[src/rtl/stat_update_scheduler_if.sv]
// Command channel from the stat update scheduler into the stats datapath.
// One saturating update is applied per cycle with cmd_valid && cmd_ready.
interface stat_update_scheduler_if;
  logic       cmd_valid;
  logic       cmd_ready;
  logic [2:0] cmd_idx;
  logic       cmd_inc;
  logic [1:0] cmd_amt;

  modport master (
    output cmd_valid,
    output cmd_idx,
    output cmd_inc,
    output cmd_amt,
    input  cmd_ready
  );

  modport slave (
    input  cmd_valid,
    input  cmd_idx,
    input  cmd_inc,
    input  cmd_amt,
    output cmd_ready
  );
endinterface

[src/rtl/stat_update_scheduler.sv]
// Serialises periodic decay sweeps and player actions into one valid/ready
// command stream for the six pet-stat registers.
module stat_update_scheduler #(
  parameter logic [23:0] MAX_COUNT = 24'd10_000_000,
  parameter logic [1:0]  ACT_AMT   = 2'd3
) (
  input  logic                           clk,
  input  logic                           rst,
  input  logic                           enable,
  input  logic [5:0]                     action_req,
  input  logic [7:0]                     rnd,
  stat_update_scheduler_if.master        cmd,
  output logic [5:0]                     action_ack,
  output logic                           busy,
  output logic                           tick_overrun
);

  typedef enum logic [1:0] {
    S_IDLE,
    S_ACT,
    S_DECAY
  } state_t;

  localparam logic [23:0] LP_LAST     = MAX_COUNT - 24'd1;
  localparam logic [2:0]  LP_LAST_IDX = 3'd5;

  state_t      r_state;
  state_t      w_state_nxt;

  logic [23:0] r_cnt;
  logic        w_tick;
  logic        r_tick_pend;
  logic        r_overrun;
  logic [5:0]  r_pend;
  logic [2:0]  r_rr;

  logic        r_cmd_valid;
  logic [2:0]  r_cmd_idx;
  logic        r_cmd_inc;
  logic [1:0]  r_cmd_amt;
  logic [5:0]  r_ack;

  logic        w_valid_nxt;
  logic [2:0]  w_idx_nxt;
  logic        w_inc_nxt;
  logic [1:0]  w_amt_nxt;
  logic [2:0]  w_rr_nxt;
  logic [5:0]  w_ack_nxt;
  logic [5:0]  w_pend_clr;
  logic        w_tick_take;

  logic        w_accept;
  logic        w_any_pend;
  logic [2:0]  w_sel;
  logic [2:0]  w_k_nxt;
  logic        w_rnd_unused;

  function automatic logic [5:0] idx_onehot(input logic [2:0] idx);
    return 6'd1 << idx;
  endfunction

  function automatic logic [2:0] idx_wrap_inc(input logic [2:0] idx);
    return (idx == LP_LAST_IDX) ? 3'd0 : idx + 3'd1;
  endfunction

  function automatic logic [1:0] decay_amt(input logic rbit);
    return rbit ? 2'd2 : 2'd1;
  endfunction

  // First set pending bit at or above ptr, wrapping modulo 6.
  function automatic logic [2:0] rr_pick(input logic [5:0] pend, input logic [2:0] ptr);
    logic [2:0] sel;
    logic [3:0] pos;
    sel = ptr;
    for (int j = 5; j >= 0; j--) begin
      pos = {1'b0, ptr} + 4'(j);
      if (pos >= 4'd6) pos = pos - 4'd6;
      if (pend[pos[2:0]]) sel = pos[2:0];
    end
    return sel;
  endfunction

  assign w_accept     = r_cmd_valid & cmd.cmd_ready;
  assign w_any_pend   = |r_pend;
  assign w_sel        = rr_pick(r_pend, r_rr);
  assign w_k_nxt      = r_cmd_idx + 3'd1;
  assign w_tick       = enable && (r_cnt == LP_LAST);
  assign w_rnd_unused = ^rnd[7:6];

  always_ff @(posedge clk or posedge rst) begin
    if (rst) begin
      r_cnt <= '0;
    end else if (enable) begin
      r_cnt <= w_tick ? 24'd0 : r_cnt + 24'd1;
    end
  end

  // A tick landing on an unserviced tick is dropped; only one sweep is owed.
  always_ff @(posedge clk or posedge rst) begin
    if (rst) begin
      r_tick_pend <= 1'b0;
      r_overrun   <= 1'b0;
      r_pend      <= '0;
    end else begin
      r_tick_pend <= (r_tick_pend & ~w_tick_take) | w_tick;
      r_overrun   <= w_tick & r_tick_pend & ~w_tick_take;
      r_pend      <= (r_pend & ~w_pend_clr) | action_req;
    end
  end

  always_comb begin
    w_state_nxt = r_state;
    w_valid_nxt = r_cmd_valid;
    w_idx_nxt   = r_cmd_idx;
    w_inc_nxt   = r_cmd_inc;
    w_amt_nxt   = r_cmd_amt;
    w_rr_nxt    = r_rr;
    w_ack_nxt   = '0;
    w_pend_clr  = '0;
    w_tick_take = 1'b0;
    unique case (r_state)
      S_IDLE: begin
        if (enable) begin
          if (r_tick_pend) begin
            w_state_nxt = S_DECAY;
            w_tick_take = 1'b1;
            w_valid_nxt = 1'b1;
            w_idx_nxt   = 3'd0;
            w_inc_nxt   = 1'b0;
            w_amt_nxt   = decay_amt(rnd[0]);
          end else if (w_any_pend) begin
            w_state_nxt = S_ACT;
            w_valid_nxt = 1'b1;
            w_idx_nxt   = w_sel;
            w_inc_nxt   = 1'b1;
            w_amt_nxt   = ACT_AMT;
          end
        end
      end
      S_ACT: begin
        if (w_accept) begin
          w_state_nxt = S_IDLE;
          w_valid_nxt = 1'b0;
          w_ack_nxt   = idx_onehot(r_cmd_idx);
          w_pend_clr  = idx_onehot(r_cmd_idx);
          w_rr_nxt    = idx_wrap_inc(r_cmd_idx);
        end
      end
      S_DECAY: begin
        if (w_accept) begin
          if (r_cmd_idx == LP_LAST_IDX) begin
            w_state_nxt = S_IDLE;
            w_valid_nxt = 1'b0;
          end else begin
            w_idx_nxt = w_k_nxt;
            w_amt_nxt = decay_amt(rnd[w_k_nxt]);
          end
        end
      end
      default: begin
        w_state_nxt = S_IDLE;
        w_valid_nxt = 1'b0;
      end
    endcase
  end

  // Command fields are registered together with the state so a new command
  // appears the cycle the state is entered and holds until accepted.
  always_ff @(posedge clk or posedge rst) begin
    if (rst) begin
      r_state     <= S_IDLE;
      r_cmd_valid <= 1'b0;
      r_cmd_idx   <= '0;
      r_cmd_inc   <= 1'b0;
      r_cmd_amt   <= '0;
      r_rr        <= '0;
      r_ack       <= '0;
    end else begin
      r_state     <= w_state_nxt;
      r_cmd_valid <= w_valid_nxt;
      r_cmd_idx   <= w_idx_nxt;
      r_cmd_inc   <= w_inc_nxt;
      r_cmd_amt   <= w_amt_nxt;
      r_rr        <= w_rr_nxt;
      r_ack       <= w_ack_nxt;
    end
  end

  assign cmd.cmd_valid = r_cmd_valid;
  assign cmd.cmd_idx   = r_cmd_idx;
  assign cmd.cmd_inc   = r_cmd_inc;
  assign cmd.cmd_amt   = r_cmd_amt;
  assign action_ack    = r_ack;
  assign busy          = (r_state != S_IDLE);
  assign tick_overrun  = r_overrun;

  a_cmd_hold: assert property (@(posedge clk) disable iff (rst)
    (r_cmd_valid && !cmd.cmd_ready) |=>
      (r_cmd_valid && $stable(r_cmd_idx) && $stable(r_cmd_inc) && $stable(r_cmd_amt)));

  a_idx_range: assert property (@(posedge clk) disable iff (rst)
    r_cmd_valid |-> (r_cmd_idx <= LP_LAST_IDX));

endmodule
[src/flat_wrapper.sv]
// flat-port wrapper written by rule: the top's interface ports become plain ports
module stat_update_scheduler_flat 
#(
  parameter logic [23:0] MAX_COUNT = 24'd10_000_000,
  parameter logic [1:0]  ACT_AMT   = 2'd3
)
  (clk, rst, enable, action_req, rnd, action_ack, busy, tick_overrun, cmd_cmd_valid, cmd_cmd_idx, cmd_cmd_inc, cmd_cmd_amt, cmd_cmd_ready);
  stat_update_scheduler_if cmd_i ();
  input  logic clk;
  input  logic rst;
  input  logic enable;
  input  logic [5:0] action_req;
  input  logic [7:0] rnd;
  output logic [5:0] action_ack;
  output logic busy;
  output logic tick_overrun;
  output wire logic [$bits(cmd_i.cmd_valid)-1:0] cmd_cmd_valid;
  output wire logic [$bits(cmd_i.cmd_idx)-1:0] cmd_cmd_idx;
  output wire logic [$bits(cmd_i.cmd_inc)-1:0] cmd_cmd_inc;
  output wire logic [$bits(cmd_i.cmd_amt)-1:0] cmd_cmd_amt;
  input wire logic [$bits(cmd_i.cmd_ready)-1:0] cmd_cmd_ready;
  assign cmd_cmd_valid = cmd_i.cmd_valid;
  assign cmd_cmd_idx = cmd_i.cmd_idx;
  assign cmd_cmd_inc = cmd_i.cmd_inc;
  assign cmd_cmd_amt = cmd_i.cmd_amt;
  assign cmd_i.cmd_ready = cmd_cmd_ready;
  stat_update_scheduler #(.MAX_COUNT(MAX_COUNT), .ACT_AMT(ACT_AMT)) u_core (.clk(clk), .rst(rst), .enable(enable), .action_req(action_req), .rnd(rnd), .cmd(cmd_i), .action_ack(action_ack), .busy(busy), .tick_overrun(tick_overrun));
endmodule
[config.mk]
export PLATFORM = sky130hd
export DESIGN_NAME = stat_update_scheduler_flat
export DESIGN_NICKNAME = d
export VERILOG_FILES = /design/src/rtl/stat_update_scheduler_if.sv /design/src/rtl/stat_update_scheduler.sv /design/src/flat_wrapper.sv
export SDC_FILE = /design/constraint.sdc
export NUM_CORES = 1
export LEC_CHECK = 0
export CORE_MARGIN = 1
export CORE_UTILIZATION = 25
export CTS_BUF_LIST = sky130_fd_sc_hd__clkbuf_8
export DETAILED_ROUTE_END_ITERATION = 8
export PLACE_DENSITY_LB_ADDON = 0.3
export SLEW_MARGIN = 40
export SYNTH_ARGS = -nofsm -noshare
export SYNTH_HDL_FRONTEND = slang
export SYNTH_SLANG_ARGS = --single-unit
[constraint.sdc]
create_clock -name clk -period 3.6 [get_ports clk]
set_input_delay 0.54 -clock clk [delete_from_list [all_inputs] [get_ports clk]]
set_output_delay 0.54 -clock clk [all_outputs]
set_load 0.02 [all_outputs]
Yosys cells after proc, flatten, opt, wreduce, memory -nomap -nowiden:

Cells that the tools add are included.
W data, S select, Z words.

* output and inout bits: 15
* input bits: 18
* register bits after elaboration: 50

* add/subtract/negate cells: 13
* equal/unequal tests: 10
* magnitude comparators: 13
* bitwise logic cells: 9
* reduce and logical (&&, ||, !) cells: 10
* multiplexer cells: 62
* shift-type cells: 1

Operators by type and width (number)
* $mux W3: 18
* $lt A3 B4 Y1 const B: 7
* $mux W2: 13
* $add A24 B1 Y24 const B: 1
* $eq A24 B24 Y1 const B: 1
* $mux W24: 1
* $bmux W1 S3: 7
* $ge A4 B3 Y1 const B: 5
* $sub A3 B3 Y3 const B: 6
* $mux W1: 17
* $mux W6: 2
* $reduce_and A5 Y1: 2
* $add A3 B2 Y4 const B: 2
* $add A3 B3 Y4 const B: 2
* $and A6 B6 Y6: 1
* $ne A2 B1 Y1 const B: 3
* $not A6 Y6: 1
* $or A6 B6 Y6: 1
* $pmux W2 S3: 1
* $pmux W3 S2: 1
* $reduce_bool A2 Y1: 3
* $reduce_or A6 Y1: 1
* $shl A1 B3 Y6 const A: 1
* $add A3 B1 Y4 const B: 1
* 16 further kinds: 20

Logic depth before layout (Yosys ltp):

Gate-level depths: netlist of run 1.

* depth after elaboration: 15
* gate-level depth with buffers: 12
* depth with buffers taken out: 9

Least setup slack after synthesis of run 1:

No wires, ideal clock.

* path type: register to register
* from: reg u_core.r_rr[0]
* to: reg u_core.r_cmd_idx[0], in the netlist u_core.cmd.cmd_idx[0]
* data required time: 3474 ps
* data arrival time: 2423 ps
* setup slack: 1052 ps
* cell stages (with the launch flop): 13
* cell sequence: dfrtp_1 buf_6 buf_6 inv_1 ha_1 buf_2 and4_1 o2bb2ai_1 mux2i_1 mux2i_1 a221o_1 mux2i_1 nand2_1

* cells in the longest elaborated chain, start to end: 15

RTL lines
* start, declared: line stat_update_scheduler.sv:35 `logic [2:0] r_rr;`
* start signal, assigned: line stat_update_scheduler.sv:184 `r_rr <= w_rr_nxt;`
* $add A3 B3 Y4: line stat_update_scheduler.sv:76 `pos = {1'b0, ptr} + 4'(j);`
* $ge A4 B3 Y1 or $sub A3 B3 Y3 (tied branches): line stat_update_scheduler.sv:77 `if (pos >= 4'd6) pos = pos - 4'd6;`
* $mux W3: line stat_update_scheduler.sv:77
* $bmux W1 S3: line stat_update_scheduler.sv:78 `if (pend[pos[2:0]]) sel = pos[2:0];`
* $mux W1 (implied by the code): line stat_update_scheduler.sv:78
* $mux W3 (5 in series): line stat_update_scheduler.sv:78
* $mux W3 (*): line stat_update_scheduler.sv:78
* $mux W3 (*): line stat_update_scheduler.sv:131 `end else if (w_any_pend) begin`
* $mux W3 (*): line stat_update_scheduler.sv:124 `if (r_tick_pend) begin`
* $mux W3 (*): line stat_update_scheduler.sv:123 `if (enable) begin`
* $pmux W3 S2 (*): line stat_update_scheduler.sv:121 `unique case (r_state)`
* end signal, assigned: line stat_update_scheduler.sv:181 `r_cmd_idx <= w_idx_nxt;`
* end, declared: line stat_update_scheduler.sv:38 `logic [2:0] r_cmd_idx;`

Every way passes the cells marked *; elsewhere a longest branch is shown, timed or not. The select of a mux whose other input is x is not followed.
A chain may end at the register's enable or synchronous reset.

Worst setup path in the final report of run 1:

* from: reg u_core.r_rr[1]
* to: reg u_core.r_cmd_idx[0], in the netlist u_core.cmd.cmd_idx[0]

Same word-level chain as after synthesis.

==> results of run 1 <==
path summary, 6_finish.rpt:
kind / startpoint / depth (start not counted) / to / slack (ns)
hold reg to reg: u_core.r_cnt[13] / 1 / u_core.r_cnt[13] / 0.50
min in group asynchronous: rst / 2 / u_core.r_rr[0] / 0.66
max in group asynchronous: rst / 2 / u_core.cmd.cmd_amt[0] / 2.52
hold / removal: u_core.r_cnt[13] / 1 / u_core.r_cnt[13] / 0.50
setup / recovery: u_core.r_rr[1] / 9 / u_core.cmd.cmd_idx[0] / 0.72
setup reg to reg: u_core.r_rr[1] / 9 / u_core.cmd.cmd_idx[0] / 0.72
cell type report:
class / instances / area, um^2 / share of cell area, %
inverter: 18 / 70.1 / 1.80
multi-input combinational: 278 / 1890 / 48.6
sequential: 50 / 1250 / 32.1
clock buffer: 5 / 68.8 / 1.77
timing repair buffer: 36 / 350 / 9.00
clock inverter: 3 / 43.8 / 1.13
tap: 172 / 215 / 5.53
state kept, by name (all words and copies together) (netlist names):
name / flops
u_core.cmd.cmd_idx: 3
u_core.cmd.cmd_valid: 1
u_core.cmd.cmd_inc: 1
u_core.tick_overrun: 1
u_core.r_tick_pend: 1
u_core.r_rr: 3
u_core.action_ack: 6
u_core.r_pend: 6
u_core.r_state: 2
u_core.r_cnt: 24
u_core.cmd.cmd_amt: 2
power by group through the flow:
stage / registers [mW] / logic, mW / clock network [mW]
after floorplan: 0.804 / 1.24 / 0
after global placement: 0.833 / 1.58 / 0
after detailed placement: 0.835 / 1.58 / 0
after CTS: 0.824 / 1.59 / 0.429
after global routing: 0.847 / 1.76 / 0.449
final: 0.824 / 1.59 / 0.413
cell families (layout without fill, tap and decap cells):
logic type	after synthesis	count (layout)	synth area share [%]
buffers and inverters	30	62	4.34
multiplexers	25	25	9.14
AO/OA/AOI/OAI	71	71	14.4
AND/OR/NAND/NOR	141	141	21.4
XOR/XNOR	26	26	6.93
adder cells (fa/ha/maj)	15	15	5.71
flip-flops	50	50	38.1
placed cells by master, fill, tap and decap left out, types with 7 or more instances in the layout:
cell and count:
a21o_1 7, a21oi_1 14, and3_1 9, clkdlybuf4s50_1 32, dfrtp_1 50, ha_1 15
inv_1 17, mux2i_1 15, nand2_1 36, nand3_1 14, nor2_1 38, nor3_1 8
o21ai_0 11, xnor2_1 16, xor2_1 10
metal layers:
layer / global-route usage (%) / share of wire [%] / up-vias
met4: 3.21 / 1.1 / 0
met5: 0 / 0 / -
met1: 16.1 / 47 / 1263
met2: 20.8 / 49 / 46
li1: - / - / 1336
met3: 2.65 / 3.4 / 11
==> run metrics, run 1 <==
# H-tree levels=2; Slew headroom=58.2%; vias in the first global route=2577; Critical Path RT=3.81 ns; Worst setup EP type=flip-flop; fin area=3890 um^2; Mapped Cells=358; Clock Tree Root=clkbuf_8; crit path DAT=3.09 ns; I/O pin cnt=33; Post-synth EDFFs=0; Initial Util=25.8%; violation count after the first detailed-route iteration=132; hpwl dp=5.97 mm; final WL=7.74 mm; Max Cap Viol=0; P_sw=1.27 mW; mean post-synth cell area=9.18 um^2; synth warn=0; Worst Path Max Fanout=17; total grt overflow=0; post-CTS setup buffers=0; top_reg_cell synth=dfrtp_1; post-synth top area share=38.1%; fin crit share=79.9%; CORE AREA=12700 um^2; DR vias=2656; Nets=422; placed cell count=554; clock power share=14.6%; Fillers=1398; setup violators final=0; Hold Crit Class=reg -> reg; number of remaining DRC errors=0; TNS Setup=0 ns; Final Critical Period=2.88 ns; DR WL/cell=13.8 um; final worst slack=0.725 ns; die width=117 um; area leader, netlist=dfrtp_1; most common library cells after synthesis=dfrtp_1, nor2_1, nand2_1; cts hold-fix bufs=0; Fin. Hold Viols=0; Final Core Density=30.6%; main area contributors after synthesis=dfrtp_1, ha_1, mux2i_1; count of state elements after synthesis=50; RSZ-0062 raised after global routing=no; slowest cell on the critical path=dfrtp_1; Int Pwr=1.56 mW; Diodes inserted=0; Net Sw Frac=44.9%; Comb power frac=56.2%; count leader, synth=dfrtp_1; CP top delay family=compound AO/OA/AOI/OAI gates; ys async rst share=100%; CTS tree=yes; register area share after synthesis=38.1%; FP Rows=41; layout overhead on the synthesized area=18.4%; PD cells=726 nW/um^2; PortBufs=32; clock sink total=50; Place WS=0.784 ns; Overall Global Routing Usage=12.4%; clk slew on worst S/H paths=0.10 ns; CTS Buffer Depth=2; Startpoint Class=flip-flop; crit-path cells=inv_1 > ha_1 > and4_1 > o2bb2ai_1 > mux2i_1 > mux2i_1 > a221o_1 > mux2i_1 > nand2_1; CP Class=reg -> reg; Netlist cell types=60; Final Power=2.83 mW; P_leak=1.68 nW; maximum clock frequency=0.348 GHz; worst path bufs/invs=1; vias per cell=4.73; status=completed; initial antenna violation count=0; CP max stage delay=0.53 ns; post-placement cell area=3780 um^2; final non-filler cell total=562; antenna-violating nets left=0; TritonCTS buffer count=5; slew at the pin closest to its max-slew limit=0.627 ns; die area=13600 um^2; GPL Wtd Cong=0.868; largest net degree at the start of global routing=51; VDD IR max=231 uV; first-pass iteration count of the detailed router=5; most used cell, CP=mux2i_1; cell area after synthesis=3290 um^2; fraction of layout cells with a size suffix above 1=7.69%; Clock Skew=0.0126 ns; first-pass GRT wire length=13.0 mm; Flop pwr share=29.1%; Die Span Y=117 um; # resized after CTS=0; Slew Viols, Final=0; Hold WS=0.502 ns; Worst-Skew Late Latency=0.32 ns; Syn Nets=391
Note: power is estimated with default switching activity, not from simulation.
==> run 2: changes to the inputs <==
clock period = 2.4 ns   (was 3.6 ns; I/O delays follow)
==> run metrics, run 2 (synthesis results as in run 1) <==
DR WL/cell=14.3 um (+3.6%); Diodes inserted=0 (unchanged); most frequent cells in the layout=dfrtp_1, nor2_1, nand2_1; DR vias=2855 (+7.5%); RSZ-0062 raised after global routing=yes; reg2reg start=u_core.r_rr[0]; max FFs per register=24 (unchanged); Fin. Hold Viols=0 (unchanged); largest net degree at the start of global routing=51 (unchanged); clock sink total=50 (unchanged); Nets=448 (+6.2%); crit path DAT=2.54 ns (-0.55 ns); vias per cell=4.86 (+2.7%); most common cell after layout, fill and taps aside=dfrtp_1; clk slew on worst S/H paths=0.09 ns (about the same); Slew Viols, Final=0 (unchanged); maximum clock frequency=0.425 GHz (+22%); Critical Path RT=2.59 ns (-1.22 ns); final non-filler cell total=588 (+4.6%); status=completed; cts hold-fix bufs=0 (unchanged); Max Cap Viol=0 (unchanged); die area=13600 um^2 (unchanged); Slew headroom=64.5% (+6.3 points); layout overhead on the synthesized area=27.8%; Final Core Density=33.0% (+2.4 points); violation count after the first detailed-route iteration=81 (-39%); CP top delay family=compound AO/OA/AOI/OAI gates; # H-tree levels=2 (unchanged); Hold Crit Class=in -> async; Worst Path Max Fanout=4 (-13); crit-path cells=inv_2 > ha_1 > nand2b_1 > and3_1 > or2_2 > a2111oi_1 > a221o_1 > mux2i_1 > nand2_1; CP Class=reg -> reg; hpwl dp=6.31 mm (+5.8%); first-pass GRT wire length=13.8 mm (+5.8%); Most flops, register=u_core.r_cnt; worst path bufs/invs=1 (unchanged); initial antenna violation count=0 (unchanged); antenna-violating nets left=0 (unchanged); number of remaining DRC errors=0 (unchanged); CP max stage delay=0.46 ns (-0.07 ns); slowest cell on the critical path=a2111oi_1; fin crit share=98.1% (+18 points); PortBufs=32 (unchanged); Overall Global Routing Usage=12.7% (+0.33 points); Final Critical Period=2.35 ns (-0.522 ns); P_leak=1.83 nW (+9.0%); placed cell count=575 (+3.8%); FP Rows=41 (unchanged); Fillers=1337 (-4.4%); I/O pin cnt=33 (unchanged); Clock Tree Root=clkbuf_8; total grt overflow=0 (unchanged); die width=117 um (unchanged); GPL Wtd Cong=0.915 (+5.4%); CORE AREA=12700 um^2 (unchanged); PD cells=1150 nW/um^2 (+58%); CP startpoint=u_core.r_rr[0]; fraction of layout cells with a size suffix above 1=17.1% (+9.4 points); VDD IR max=399 uV (+73%); Startpoint Class=flip-flop; Initial Util=25.8% (unchanged); slew at the pin closest to its max-slew limit=0.532 ns (-0.0952 ns); first-pass iteration count of the detailed router=4 (-1); Clock Skew=0.00365 ns (-0.00893 ns); Worst setup EP type=flip-flop; setup violators final=0 (unchanged); TritonCTS buffer count=5 (unchanged); Die Span Y=117 um (unchanged); final WL=8.39 mm (+8.4%); CTS tree=yes; vias in the first global route=2781 (+7.9%); Worst-Skew Late Latency=0.30 ns (-0.02 ns); CTS Buffer Depth=2 (unchanged)
run 2: final timing paths:
kind | endpoint | slack [ns] | cells after the start
max in group asynchronous | u_core.r_rr[2] | 1.74 | 3
min in group clk | u_core.r_cnt[13] | 0.48 | 1
min reg2reg | u_core.r_cnt[13] | 0.48 | 1
min | u_core.action_ack[3] | 0.41 | 3
max | u_core.cmd.cmd_idx[0] | 0.05 | 9
max reg2reg | u_core.cmd.cmd_idx[0] | 0.05 | 9
run 2: cell type report:
cell class / instances / area [um^2] / share of cell area [%]
Multi-Input combinational cell: 278 / 2000 / 47.6
Sequential cell: 50 / 1250 / 29.9
Timing Repair Buffer: 62 / 556 / 13.2
Tap cell: 172 / 215 / 5.13
Inverter: 18 / 70.1 / 1.67
Clock buffer: 5 / 68.8 / 1.64
Clock inverter: 3 / 37.5 / 0.894
run 2: through the flow:
step                      instance area, um^2  worst slack [ns]  hold WS, ns  total power [mW]  TNS, ns
final                                    4200            0.0468        0.411              4.81        0
after global routing                     4200           -0.0368        0.448              5.17  -0.0389
after CTS                                4070            0.0427        0.426              4.46        0
after detailed placement                 3970            0.0181        0.471              3.86        0
after global placement                   3970            0.0996        0.469              3.84        0
after floorplan                          3320           0.00946        0.448              3.14        0
run 2: repair_timing:
item / 4_1_cts / 5_1_grt
resized for setup: 1 / 19
buffers inserted: 0 / 5
pin swaps: 0 / 6
endpoints found under the setup margin: 1 / 3
run 2: routing by layer:
| metal | GRT usage (%) | vias up | wire length, um | share of wire [%] |
|---|---|---|---|---|
| met1 | 16.5 | 1422 | 3900 | 46 |
| met5 | 0 | - | 0 | 0 |
| met4 | 3.80 | 0 | 189 | 2.3 |
| met3 | 1.56 | 12 | 169 | 2.0 |
| li1 | - | 1385 | - | - |
| met2 | 22.1 | 36 | 4140 | 49 |
run 2: power breakdown:
| part | leakage (nW) | switching, mW | total [mW] | internal (mW) |
|---|---|---|---|---|
| logic | 1.15 | 1.61 | 3.03 | 1.41 |
| clock network | 0.0607 | 0.275 | 0.579 | 0.304 |
| registers | 0.624 | 0.215 | 1.21 | 0.991 |
run 2: worst reg2reg max path, delay by kind of cell (launching register included):
family	cells	cell delay, ns
buffers and inverters	1	0.12
adders and majority gates	1	0.15
AOI/OAI and AO/OA	2	0.71
and+or+nand+nor	4	0.65
muxes	1	0.18
DFF	1	0.43
==> RTL edit (flow settings as in run 2) <==
The 3 states of `state_t` get a one-hot encoding in 3 bits.
--- a/src/rtl/stat_update_scheduler.sv
+++ b/src/rtl/stat_update_scheduler.sv
@@ -17,6 +17,6 @@
 
-  typedef enum logic [1:0] {
-    S_IDLE,
-    S_ACT,
-    S_DECAY
+  typedef enum logic [2:0] {
+    S_IDLE  = 3'b001,
+    S_ACT   = 3'b010,
+    S_DECAY = 3'b100
   } state_t;
Formal check against the unedited RTL: same outputs for any inputs over 4 cycles, from zero or initial values and one cycle with rst high; so few cycles prove little.
==> RTL edit against run 2 <==
The flow now finishes with violations (setup timing); non-clock buffer count is 48 higher; final cell count is 8.3% higher; utilization is 4.4 points higher; routed wire length is 13% higher; sequential cell count is 1 higher; worst hold slack worse by 0.065 ns; power is 19% higher; setup slack worse by 0.047 ns; area after synthesis is 1.9% higher; design area is 14% higher; largest cell class unchanged; highest routed layer unchanged.
==> RTL edit: results (changes against run 2) <==
Outcome
  • Status: finished with violations (was finished clean)
  • Failing checks: setup timing

Timing
  • Skew final: 0.0140 ns (was 0.00365 ns)
  • Worst-Margin Slew: 0.453 ns (was 0.532 ns)
  • Setup violations, final: 1 (was 0)
  • Total negative slack for setup checks: -0.000130 ns (was 0 ns)
  • Least setup slack across all paths after layout: -0.000130 ns (was 0.0468 ns)

Clock tree
  • Register clock-pin slew on the reported worst setup and hold paths: 0.11 ns (was 0.09 ns)
  • Source-to-sink clock delay at the later pin of the worst-skew pair: 0.32 ns (was 0.30 ns)

Final layout
  • Number of non-filler instances in the completed layout: 637 (was 588)
  • Layout sequential cell count: 51 (was 50)
  • Filler Cells Inserted: 1326 (was 1337)
  • Non-clock buffer contribution to total cell area: 19.9% (was 13.2%)
  • Area of combinational cells with multiple inputs: 2160 um^2 (was 2000 um^2)
  • Non-Clock Inverter Count: 21 (was 18)
  • Share of final layout cell area taken by clock buffers and inverters: 2.01% (was 2.53%)
  • Area Growth Syn to Fin: 43.0% (was 27.8%)
  • Layout cells sized above 1: 30.5% (was 17.1%)

Placed design
  • Post-DP HPWL: 7.23 mm (was 6.31 mm)
  • Cell count after placement: 615 (was 575)

Critical path
  • CP Data Arrival Time: 2.61 ns (was 2.54 ns)
  • Slowest CP cell: sky130_fd_sc_hd__dfrtp_1 (was sky130_fd_sc_hd__a2111oi_1)

Yosys
  • Number of instances in the synthesized netlist: 359 (was 358)
  • Post-synthesis net count: 392 (was 391)
  • Biggest area contributors in the synthesized netlist: sky130_fd_sc_hd__dfrtp_1 (37%), sky130_fd_sc_hd__ha_1 (5.6%), sky130_fd_sc_hd__xnor2_1 (4.4%), sky130_fd_sc_hd__nand2_1 (3.6%), sky130_fd_sc_hd__nor2_1 (3.4%) (was sky130_fd_sc_hd__dfrtp_1 (38%), sky130_fd_sc_hd__ha_1 (5.7%), sky130_fd_sc_hd__mux2i_1 (4.6%), sky130_fd_sc_hd__nor2_1 (4.3%), sky130_fd_sc_hd__xnor2_1 (4.3%))
  • Top cells by instance count after synthesis: sky130_fd_sc_hd__dfrtp_1 (50), sky130_fd_sc_hd__nand2_1 (32), sky130_fd_sc_hd__nor2_1 (30) (was sky130_fd_sc_hd__dfrtp_1 (50), sky130_fd_sc_hd__nor2_1 (38), sky130_fd_sc_hd__nand2_1 (36))

Detailed routing
  • Initial drt markers: 130 (was 81)

Power and ir drop
  • Static leakage power: 2.09 nW (was 1.83 nW)
[RTL edit: path summary, 6_finish.rpt]
path | end | depth (start not counted)
worst max-delay path | u_core.cmd.cmd_idx[0] | 11
worst min-delay path | u_core.r_pend[2] | 2
worst max register to register | u_core.cmd.cmd_idx[0] | 11
worst min register to register | u_core.r_cnt[4] | 1
max in group asynchronous | u_core.r_state[0] | 3
min in group clk | u_core.r_cnt[4] | 1
[RTL edit: layer usage]
| layer | GRT usage [%] | up-vias | wire length, um |
|---|---|---|---|
| li1 | - | 1494 | - |
| met1 | 16.7 | 1515 | 4040 |
| met2 | 25.5 | 72 | 4940 |
| met3 | 1.94 | 11 | 347 |
| met4 | 4.25 | 0 | 141 |
| met5 | 0 | - | 0 |
[RTL edit: logic make-up (layout without fill, tap and decap cells)]
family | Yosys count | count (layout) | share of synthesized area (%)
AOI/OAI and AO/OA | 71 | 71 | 15.1
xor gates and xnor gates | 29 | 29 | 8.03
adders and majority gates | 15 | 15 | 5.60
buffers and inverters | 33 | 139 | 4.33
DFF | 51 | 51 | 38.1
muxes | 18 | 18 | 6.95
and+or+nand+nor | 142 | 142 | 21.8
[RTL edit: repair_timing]
action                                  CTS  global route
hold buffers                              0             0
cloned                                    0             0
resized for setup                        21            24
setup buffers                            13             2
endpoints found under the setup margin    2             3
pin swaps                                10            14
[RTL edit: where the power goes]
part	internal, mW	switching, mW	leakage [nW]
logic	2.10	1.95	1.41
registers	1.00	0.157	0.633
clock network	0.215	0.325	0.0463
total	3.32	2.43	2.09
[RTL edit: per-stage QoR]
step                      hold WS (ns)  total power, mW
after floorplan                  0.446             3.18
after global placement           0.460             4.49
after detailed placement         0.469             4.51
after CTS                        0.364             5.47
after global routing             0.383             6.12
final                            0.346             5.75
